**src/rtl/rx_frame_packer.sv**
```systemverilog
// -----------------------------------------------------------------------------
// rx_frame_packer
//
// Pulls receive-FIFO words and assembles them into mono or stereo sample
// frames for a downstream consumer. In stereo mode the first word read is the
// left channel and the second is the right. In mono mode one word fills both
// channels. Samples are either 16-bit, taken from word bits [15:0] and
// sign-extended, or full 32-bit words.
//
// A completed frame is held on left/right with frame_valid high until the
// consumer accepts it (frame_valid & frame_ready). At most one FIFO read is
// ever outstanding, so fifo_ren can only be high in the two read states.
//
// Build option:
//   RX_FRAME_CNT_EN  defined   -> 16-bit wrapping count of accepted frames
//                    undefined -> frame_cnt tied to zero, no counter flops
//
// Ports:
//   rclk         in   read-side clock
//   rst_n        in   asynchronous active-low reset (release synchronised)
//   enable       in   start new frames; deasserting lets the current one finish
//   clear        in   synchronous abort back to IDLE, drops any held frame
//   stereo       in   1 = L/R word pair per frame, 0 = one word per frame
//   frame_size   in   0 = 16-bit sign-extended samples, 1 = 32-bit samples
//   fifo_dout    in   [31:0] FIFO read data, valid the cycle after fifo_ren
//   fifo_empty   in   FIFO empty flag
//   fifo_ren     out  FIFO read strobe
//   left         out  [31:0] left (or mono) sample
//   right        out  [31:0] right sample (copy of left in mono mode)
//   frame_valid  out  left/right hold a complete frame
//   frame_ready  in   consumer accepts the frame
//   frame_cnt    out  [15:0] accepted frame count
//
// State table:
//   state  | meaning
//   IDLE   | no frame in progress; waits for enable
//   RD_L   | issue left (or mono) read when FIFO is not empty
//   WT_L   | left data on fifo_dout; capture it
//   RD_R   | issue right read when FIFO is not empty
//   WT_R   | right data on fifo_dout; capture it
//   HOLD   | frame presented, waiting for the consumer
// -----------------------------------------------------------------------------
`default_nettype none

module rx_frame_packer (
    input  logic        rclk,
    input  logic        rst_n,
    input  logic        enable,
    input  logic        clear,
    input  logic        stereo,
    input  logic        frame_size,
    input  logic [31:0] fifo_dout,
    input  logic        fifo_empty,
    output logic        fifo_ren,
    output logic [31:0] left,
    output logic [31:0] right,
    output logic        frame_valid,
    input  logic        frame_ready,
    output logic [15:0] frame_cnt
);

    typedef enum logic [2:0] {
        S_IDLE = 3'd0,
        S_RD_L = 3'd1,
        S_WT_L = 3'd2,
        S_RD_R = 3'd3,
        S_WT_R = 3'd4,
        S_HOLD = 3'd5
    } state_t;

    state_t      r_state;
    state_t      w_state_nxt;

    logic [1:0]  r_rst_sync;
    logic        w_run_ok;

    logic [31:0] r_left;
    logic [31:0] r_right;
    logic [31:0] w_sample;

    logic        w_ren;
    logic        w_valid;
    logic        w_cap_l;
    logic        w_cap_r;

    // Reset release is retimed through two flops so the FSM cannot leave
    // IDLE on the same edge that first sees rst_n high.
    always_ff @(posedge rclk or negedge rst_n) begin
        if (!rst_n) begin
            r_rst_sync <= 2'b00;
        end else begin
            r_rst_sync <= {r_rst_sync[0], 1'b1};
        end
    end

    assign w_run_ok = r_rst_sync[1];

    // ---------------------------------------------------------------- state
    always_ff @(posedge rclk or negedge rst_n) begin
        if (!rst_n) begin
            r_state <= S_IDLE;
        end else begin
            r_state <= w_state_nxt;
        end
    end

    // ----------------------------------------------------------- next state
    always_comb begin
        w_state_nxt = r_state;
        if (clear) begin
            w_state_nxt = S_IDLE;
        end else begin
            case (r_state)
                S_IDLE: begin
                    if (enable && w_run_ok) begin
                        w_state_nxt = S_RD_L;
                    end
                end
                S_RD_L: begin
                    if (!fifo_empty) begin
                        w_state_nxt = S_WT_L;
                    end
                end
                S_WT_L: begin
                    w_state_nxt = stereo ? S_RD_R : S_HOLD;
                end
                S_RD_R: begin
                    if (!fifo_empty) begin
                        w_state_nxt = S_WT_R;
                    end
                end
                S_WT_R: begin
                    w_state_nxt = S_HOLD;
                end
                S_HOLD: begin
                    if (frame_ready) begin
                        w_state_nxt = enable ? S_RD_L : S_IDLE;
                    end
                end
                default: begin
                    w_state_nxt = S_IDLE;
                end
            endcase
        end
    end

    // -------------------------------------------------------------- outputs
    // clear gates both the read strobe and the captures, so a word that
    // arrives while clear is high is simply dropped.
    always_comb begin
        w_ren   = 1'b0;
        w_valid = 1'b0;
        w_cap_l = 1'b0;
        w_cap_r = 1'b0;
        case (r_state)
            S_RD_L,
            S_RD_R: w_ren   = !fifo_empty && !clear;
            S_WT_L: w_cap_l = !clear;
            S_WT_R: w_cap_r = !clear;
            S_HOLD: w_valid = 1'b1;
            default: begin
            end
        endcase
    end

    assign fifo_ren    = w_ren;
    assign frame_valid = w_valid;

    // ------------------------------------------------------------ datapath
    assign w_sample = frame_size ? fifo_dout
                                 : {{16{fifo_dout[15]}}, fifo_dout[15:0]};

    always_ff @(posedge rclk or negedge rst_n) begin
        if (!rst_n) begin
            r_left  <= 32'h0;
            r_right <= 32'h0;
        end else begin
            if (w_cap_l) begin
                r_left <= w_sample;
                // Mono frames mirror the single sample onto the right channel.
                if (!stereo) begin
                    r_right <= w_sample;
                end
            end
            if (w_cap_r) begin
                r_right <= w_sample;
            end
        end
    end

    assign left  = r_left;
    assign right = r_right;

    // -------------------------------------------------------- frame counter
`ifdef RX_FRAME_CNT_EN
    logic [15:0] r_frame_cnt;
    logic        w_handshake;

    // clear wins over a simultaneous accept, so it is excluded here.
    assign w_handshake = w_valid && frame_ready && !clear;

    always_ff @(posedge rclk or negedge rst_n) begin
        if (!rst_n) begin
            r_frame_cnt <= 16'h0;
        end else if (w_handshake) begin
            r_frame_cnt <= r_frame_cnt + 16'h1;
        end
    end

    assign frame_cnt = r_frame_cnt;
`else
    assign frame_cnt = 16'h0;
`endif

endmodule

`default_nettype wire

```
**config.mk**
```make
export PLATFORM = sky130hd
export DESIGN_NAME = rx_frame_packer
export DESIGN_NICKNAME = d
export VERILOG_FILES = /design/src/rtl/rx_frame_packer.sv
export SDC_FILE = /design/constraint.sdc
export NUM_CORES = 1
export LEC_CHECK = 0
export ABC_AREA = 1
export CORE_ASPECT_RATIO = 1.5
export CORE_MARGIN = 3
export CORE_UTILIZATION = 49
export CTS_BUF_LIST = sky130_fd_sc_hd__clkbuf_2
export DETAILED_ROUTE_END_ITERATION = 8
export PLACE_DENSITY_LB_ADDON = 0.08
export SLEW_MARGIN = 15
export SYNTH_ARGS = -nofsm -noshare
export SYNTH_HDL_FRONTEND = slang
export SYNTH_SLANG_ARGS = --single-unit
export TNS_END_PERCENT = 30
```
**constraint.sdc**
```tcl
create_clock -name rclk -period 2.8 [get_ports rclk]
set_clock_uncertainty 0.1 [all_clocks]
set_input_delay 0.56 -clock rclk [delete_from_list [all_inputs] [get_ports rclk]]
set_output_delay 0.56 -clock rclk [all_outputs]
set_load 0.005 [all_outputs]
```
[Yosys cells after proc, flatten, opt, wreduce, memory -nomap -nowiden]
Index checks and enable logic that the tools add are counted.
Operators by class
  order comparisons: 0
  divide/modulo/power cells: 0
  multiplexer cells: 16
  equal/unequal tests: 10
  bitwise logic cells: 0
  multipliers: 0
  reduce and logical (&&, ||, !) cells: 9
  shifts and indexed selects: 0
  $add $sub $neg: 0
Operators by type and width (number)
  $mux W32: 4
  $mux W3: 6
  $pmux W3 S6: 1
  $ne A3 B3 Y1 const B: 4
  $eq A3 B2 Y1 const B: 2
  $eq A3 B3 Y1 const B: 2
  $mux W1: 5
  $reduce_and A4 Y1: 1
  $eq A3 B1 Y1 const B: 1
  $logic_not A3 Y1: 1
  $logic_and A1 B1 Y1: 2
  $logic_not A1 Y1: 2
  $ne A2 B1 Y1 const B: 1
  $reduce_and A2 Y1: 1
  $reduce_bool A2 Y1: 1
  $reduce_or A2 Y1: 1
Storage, ports and cells
  output and inout port bits: 82
  RAM bits: 0
  memories: 0
  word-level logic and storage cells: 39
  memory bits (read-only): 0
  input bits: 40
  latch bits: 0
  bits in registers: 69

[Depth between registers and ports, before layout]
Gate-level depths: netlist of the first run.
  word-level depth: 4
  gate-level depth with buffers: 8
  gate-level depth less buffers: 8

[Least setup slack after synthesis of the first run]
OpenSTA, ideal clock, no wires.
  path type: register to output
  start point: register r_state[2]
  end point: output port fifo_ren
  data arrival time: 0.942 ns
  path buffers: 0
  data required time: 2.140 ns
  slack: 1.198 ns
  cell stages (with the launch flop): 4
  cells stage by stage: dfrtp_1 > inv_1 > nand3_1 > a211oi_1
Between the ends
  cells in the longest elaborated chain, start to end: 3
  elaborated cells on any way between the ends: 4
  classes of those cells: eq/ne: 2; mux: 1; reduce/logical: 1
RTL lines
  start: declaration: RTL line 71  | state_t r_state;
  start signal: assignment: RTL line 103  | r_state <= w_state_nxt;
  $eq A3 B2 Y1 or $eq A3 B1 Y1 (tied branches): RTL line 155  | case (r_state)
  $reduce_or A2 Y1 *: RTL line 155
  $mux W1 *: RTL line 155
  end: declaration: RTL line 54  | output logic fifo_ren,
Mark *: on every way between the ends. The rest lies on a longest branch, timed or not.

[Final worst setup path of the first run]
Same ends and word-level chain as after synthesis.

==> implementation parameters, run 1 <==
Parameter                              Value

Logic synthesis
  Syn Std Cell Area    roughly 3100 sq um
  Post-synthesis cell type with the largest combined area    sky130_fd_sc_hd__dfrtp_1
  Sequential element share of the synthesized area    55.1%
  Synthesis Warnings    0
  Top-area cell type share of the netlist area    between 50 and 60%
  Synthesized instance count    392
  Total of flip-flops plus latches after synthesis    69
  Avg Cell Area, Syn    7.99 sq um
  Top post-synthesis cells by area    sky130_fd_sc_hd__dfrtp_1, sky130_fd_sc_hd__nand2_1, sky130_fd_sc_hd__nand3_1
  Number of library cell types mapped by synthesis    18

Detailed routing
  Number of vias per cell after detailed routing    4.86
  DR iter-0 viols    164
  Residual DRC count    0
  Aggregate routed wire length    7790 um
  Routed via count    2795
  Pre-Repair DR Iteration Count    4
  Average wire length per cell after detail routing    13.5 um
  Antenna viol nets, final    0

Final layout
  Area grow syn2layout    36.3%
  Number of inserted filler cells in the final layout    551
  Fraction of final layout cells sized beyond drive strength 1    6.19%
  Area occupied by multi-input gates    1170 sq um
  Post-Layout Inst Area    around 4300 sq um
  Net count of the finished layout    537
  Leading cell types in the layout, fill and taps excluded    sky130_fd_sc_hd__nand2_1, sky130_fd_sc_hd__clkdlybuf4s50_1, sky130_fd_sc_hd__dfrtp_1, sky130_fd_sc_hd__nand3_1, sky130_fd_sc_hd__conb_1
  Sequential cell area    1730 sq um
  Most common cell after layout, fill and taps aside    sky130_fd_sc_hd__nand2_1
  Final Non-Filler Cells    575
  Diode insertion count for antenna repair    0

Timing
  Final period util    95.1%
  Total count of hold-check failures in the final report    0
  Tightest Pin Transition    567 ps
  Setup repair after global routing missed its margin    no
  F_max    375 MHz
  Max_slew headroom    ~62%
  Final hold slack    284 ps
  Post-layout minimum cycle time    between 2000 and 3000 ps
  Final setup TNS    0 ps
  Final number of setup-violating endpoints    0
  Final Slew Violations    0

Setup path
  Endpoint of the worst register-to-register path    right[7]
  Data arrival time of the critical path    2000 ps
  Family with the most delay on the worst path    buffers and inverters
  Data required time at the worst endpoint    2140 ps
  WP buf/inv    2
  CP Max Fanout    7
  CP Launch Type    flop
  Register-to-register setup slack    930 ps
  Worst Setup End Kind    output pin
  Crit Reg-Reg Startpoint    r_state[0]
  Setup Crit Path Kind    reg -> out
  Worst-path cell with the longest stage delay    sky130_fd_sc_hd__clkdlybuf4s50_1
  Cells along the critical path    inv_2 > nand3_1 > a211oi_1 > clkdlybuf4s50_1
  Count of cells along the worst register-to-register path    6
  Highest cell delay on the worst timing path    540 ps

Clock tree
  CTS H-tree depth    3
  CTS Buf Count    9
  CTS Root Buffer Type    sky130_fd_sc_hd__clkbuf_2
  Clock transition at the registers of the reported paths    between 150 and 200 ps
  Source-to-sink clock delay at the later pin of the worst-skew pair    between 400 and 500 ps
  Max Root-Sink Buffers    2
  Count of clock tree sinks    69
  TritonCTS clock tree    built

GRT
  Total GRT Usage    22.2%
  Wire length of the first global-routing pass    13100 um
  Number of global-route vias before repair    2742
  Initial antenna violation count    0
  Pin count of the biggest net entering global routing    54
  Total global routing overflow    0

Worst hold path
  Hold Path Origin    r_rst_sync[0]
  Class of the most critical hold timing path    reg -> reg
  Hold EP    r_rst_sync[1]
  Hold-critical path depth    0

Outcome
  Outcome    completed

Placed design
  Quantity of I/O buffers inserted on ports    105
  Placement-stage cell area    4160 sq um
  Cell count after placement    559
  Final weighted congestion in routability-driven placement    0.874
  Half-perimeter wire length of the detailed placement result    5460 um

Floorplan
  Std-Cell Core Area    6170 sq um
  Height of the chip    104 um
  Site row count    35
  Die Wd    71.3 um
  Number of primary I/O pins    122
  Die Outline Area    7410 sq um
  Starting Density    50.7%

Job
  Number of max-cap violations    0

Pwr
  Worst voltage drop across the vdd grid    a little under 0.5 mV
  Static leakage    2.26 nW
  Pwr/cell area    921 nW/um^2
==> state kept, by name, indices dropped and copies added (netlist names) <==
register    flops
r_rst_sync      2
r_state         3
left           32
right          32
==> area by class of cell <==
cell class	instances	area share, %
clock buffer	10	1.17
clock inverter	5	1.23
inverter	10	0.879
multi-input combinational	292	27.5
sequential	69	40.4
tap	74	2.17
timing repair buffer	115	26.6
==> synthesized netlist by cell type, drive strengths merged <==
| master | instances |
|---|---|
| o21ai | 2 |
| conb | 2 |
| nand4 | 2 |
| a211oi | 1 |
| dfrtp | 69 |
| buf | 33 |
| nor3 | 1 |
| nand2 | 216 |
| inv | 10 |
| a21oi | 2 |
| nor2 | 13 |
| clkbuf | 3 |
| nand3 | 38 |
==> timing repair <==
action                     CTS  global route
hold endpoints to repair    16             0
gates resized for setup      0             1
setup endpoints to repair    0             1
buffers inserted             0             0
hold buffers                 1             0
==> cell families after synthesis <==
kind of cell	Yosys count	share of synthesized area, %
AND/OR/NAND/NOR	270	34.6
AO/OA/AOI/OAI	5	0.879
buffers and inverters	46	9.19
flip-flops	69	55.1
other	2	0.240
==> how the worst max path moves through the flow <==
| stage | from | end | slack, ps | cells after the start |
|---|---|---|---|---|
| after global routing | r_state[2] | fifo_ren | 7 | 4 |
| after global placement | clear | fifo_ren | 320 | 3 |
| after floorplan | r_state[2] | fifo_ren | 1200 | 3 |
| after detailed placement | clear | fifo_ren | 270 | 3 |
| final | r_state[2] | fifo_ren | 140 | 4 |
| after CTS | r_state[2] | fifo_ren | 30 | 4 |
==> report_power, final <==
part / total, mW / internal, mW / switching [mW] / leakage [nW]
combinational: 1.71 / 0.997 / 0.710 / 1.32
clock: 0.536 / 0.201 / 0.335 / 0.0675
sequential: 1.69 / 1.43 / 0.262 / 0.873
==> routing by layer <==
layer / up-vias / GRT usage, % / share of wire, %
li1: 1386 / - / -
met5: - / 0 / 0
met3: 14 / 5.51 / 7.4
met4: 0 / 8.20 / 1.9
met1: 1289 / 26.9 / 39
met2: 106 / 37.8 / 52
==> per-stage QoR <==
step	setup slack, ps	utilization (%)	total power, mW
global route	6.72	69.1	4.25
detailed placement	269	67.3	3.44
global placement	323	67.3	3.39
finish	136	69.1	3.93
floorplan	1200	-	2.36
CTS	28.4	69.1	3.98
Note: power is estimated with default switching activity, not from simulation.
==> inputs of run 2 (changes only) <==
Settings changed: CORE_UTILIZATION 49 to 23.
==> implementation parameters, run 2 (synthesis gave the netlist of run 1 again) <==
Parameter                              Value

GRT
  Initial antenna violation count    1
  Total GRT Usage    13.4%
  Pin count of the biggest net entering global routing    70
  Number of global-route vias before repair    between 2000 and 3000
  Total global routing overflow    0
  Wire length of the first global-routing pass    15300 um

Outcome
  Outcome    completed

Setup path
  Highest cell delay on the worst timing path    500 ps
  Worst-path cell with the longest stage delay    sky130_fd_sc_hd__clkdlybuf4s50_1
  Cells along the critical path    inv_2 > nand3_1 > inv_1 > clkdlybuf4s50_1
  CP Max Fanout    6
  Family with the most delay on the worst path    buffers and inverters
  Worst Setup End Kind    output pin
  Setup Crit Path Kind    reg -> out
  Count of cells along the worst register-to-register path    7
  Instance count on the critical path    4
  Data required time at the worst endpoint    about 2100 ps
  Crit Reg-Reg Startpoint    r_state[2]
  Data arrival time of the critical path    1790 ps
  Critical Path Source    r_state[1]
  CP Launch Type    flop
  WP buf/inv    3

Timing
  Post-layout minimum cycle time    2450 ps
  Final Slew Violations    0
  Final setup TNS    0 ps
  Final period util    87.6%
  F_max    408 MHz
  Setup repair after global routing missed its margin    no
  Final number of setup-violating endpoints    0
  Max_slew headroom    39.3%
  Final hold slack    40.7 ps
  Tightest Pin Transition    911 ps
  Total count of hold-check failures in the final report    0

Detailed routing
  Antenna viol nets, final    0
  Aggregate routed wire length    9790 um
  Routed via count    2799
  Pre-Repair DR Iteration Count    4
  Residual DRC count    0
  Average wire length per cell after detail routing    ~15 um
  DR iter-0 viols    116
  Number of vias per cell after detailed routing    between 4 and 5

Final layout
  Most common cell after layout, fill and taps aside    sky130_fd_sc_hd__nand2_1
  Final Non-Filler Cells    around 660
  Area grow syn2layout    40.8%
  Fraction of final layout cells sized beyond drive strength 1    6.59%
  Number of inserted filler cells in the final layout    1423
  Post-Layout Inst Area    4410 sq um
  Leading cell types in the layout, fill and taps excluded    sky130_fd_sc_hd__nand2_1, sky130_fd_sc_hd__clkdlybuf4s50_1, sky130_fd_sc_hd__dfrtp_1, sky130_fd_sc_hd__nand3_1, sky130_fd_sc_hd__conb_1
  Net count of the finished layout    536

Pwr
  Pwr/cell area    929 nW/um^2
  Static leakage    2.28 nW
  Worst voltage drop across the vdd grid    0.303 mV
  Power consumption    roughly 4 mW

Floorplan
  Height of the chip    149 um
  Site row count    51
  Starting Density    23.8%
  Die Wd    roughly 100 um
  Number of primary I/O pins    approximately 120
  Std-Cell Core Area    13100 sq um
  Die Outline Area    between 15000 and 20000 sq um

Clock tree
  TritonCTS clock tree    built
  Clock transition at the registers of the reported paths    200 ps
  Max Root-Sink Buffers    2
  CTS Root Buffer Type    sky130_fd_sc_hd__clkbuf_2
  CTS H-tree depth    3
  Count of clock tree sinks    69
  Source-to-sink clock delay at the later pin of the worst-skew pair    510 ps
  CTS Buf Count    9

Placed design
  Final weighted congestion in routability-driven placement    0.781
  Placement-stage cell area    about 4300 sq um
  Half-perimeter wire length of the detailed placement result    6790 um
  Cell count after placement    roughly 640
  Quantity of I/O buffers inserted on ports    between 100 and 150

Worst hold path
  Class of the most critical hold timing path    in -> async

Job
  Number of max-cap violations    0
-- run 2: final cells by class --
cell class                 count  area (sq um)  share of cell area, %
antenna                        1          2.50                 0.0567
clock buffer                  10          50.0                   1.13
clock inverter                 6          87.6                   1.99
inverter                      10          37.5                  0.851
multi-input combinational    292          1170                   26.6
sequential                    69          1730                   39.2
tap                          159           199                   4.51
timing repair buffer         114          1130                   25.6
-- run 2: where the power goes --
| group | internal, mW | switching [mW] | leakage [nW] |
|---|---|---|---|
| clock network | 0.297 | 0.377 | 0.0758 |
| registers | 1.43 | 0.281 | 0.870 |
| logic | 0.997 | 0.715 | 1.33 |
| total | 2.72 | 1.37 | 2.28 |
-- run 2: worst paths after layout --
kind                            endpoint  slack [ps]
setup reg to reg                right[7]         840
hold reg to reg            r_rst_sync[1]         280
hold / removal             r_rst_sync[0]          40
setup / recovery             frame_valid         350
min in group rclk          r_rst_sync[1]         280
max in group asynchronous      right[31]        1940
-- run 2: per-stage QoR --
stage                     setup WS, ps  utilization, %
after global routing               190            33.6
after detailed placement           397            32.4
after global placement             388            32.4
final                              348            33.6
after CTS                         40.6            33.4
after floorplan                   1200               -
-- run 2: worst reg2reg max path: stages (launching register included) --
cell,delay (ps)
sky130_fd_sc_hd__dfrtp_2,470
sky130_fd_sc_hd__buf_4,160
sky130_fd_sc_hd__nor3_2,230
sky130_fd_sc_hd__nand2_1,90
sky130_fd_sc_hd__nand2_2,270
sky130_fd_sc_hd__nand2_4,330
sky130_fd_sc_hd__nand2_1,150
sky130_fd_sc_hd__nand2_1,60
-- run 2: per-layer routing --
| metal | vias up | routed length, um | global-route usage (%) |
|---|---|---|---|
| met5 | - | 0 | 0 |
| met1 | 1335 | 3970 | 15.6 |
| met3 | 11 | 451 | 2.25 |
| li1 | 1379 | - | - |
| met4 | 0 | 180 | 5.99 |
| met2 | 74 | 5190 | 23.6 |
-- run 2: timing repair --
item,in CTS,in global routing
hold buffers,0,0
buffers inserted,0,1
endpoints found under the setup margin,1,1
gates resized for setup,2,2
cloned,0,0
==> inputs of run 3 (changes only) <==
Settings changed: GPL_ROUTABILITY_DRIVEN set to 1.
==> results of run 3 <==
The final DEF is identical to that of run 2; final timing and power are the same.
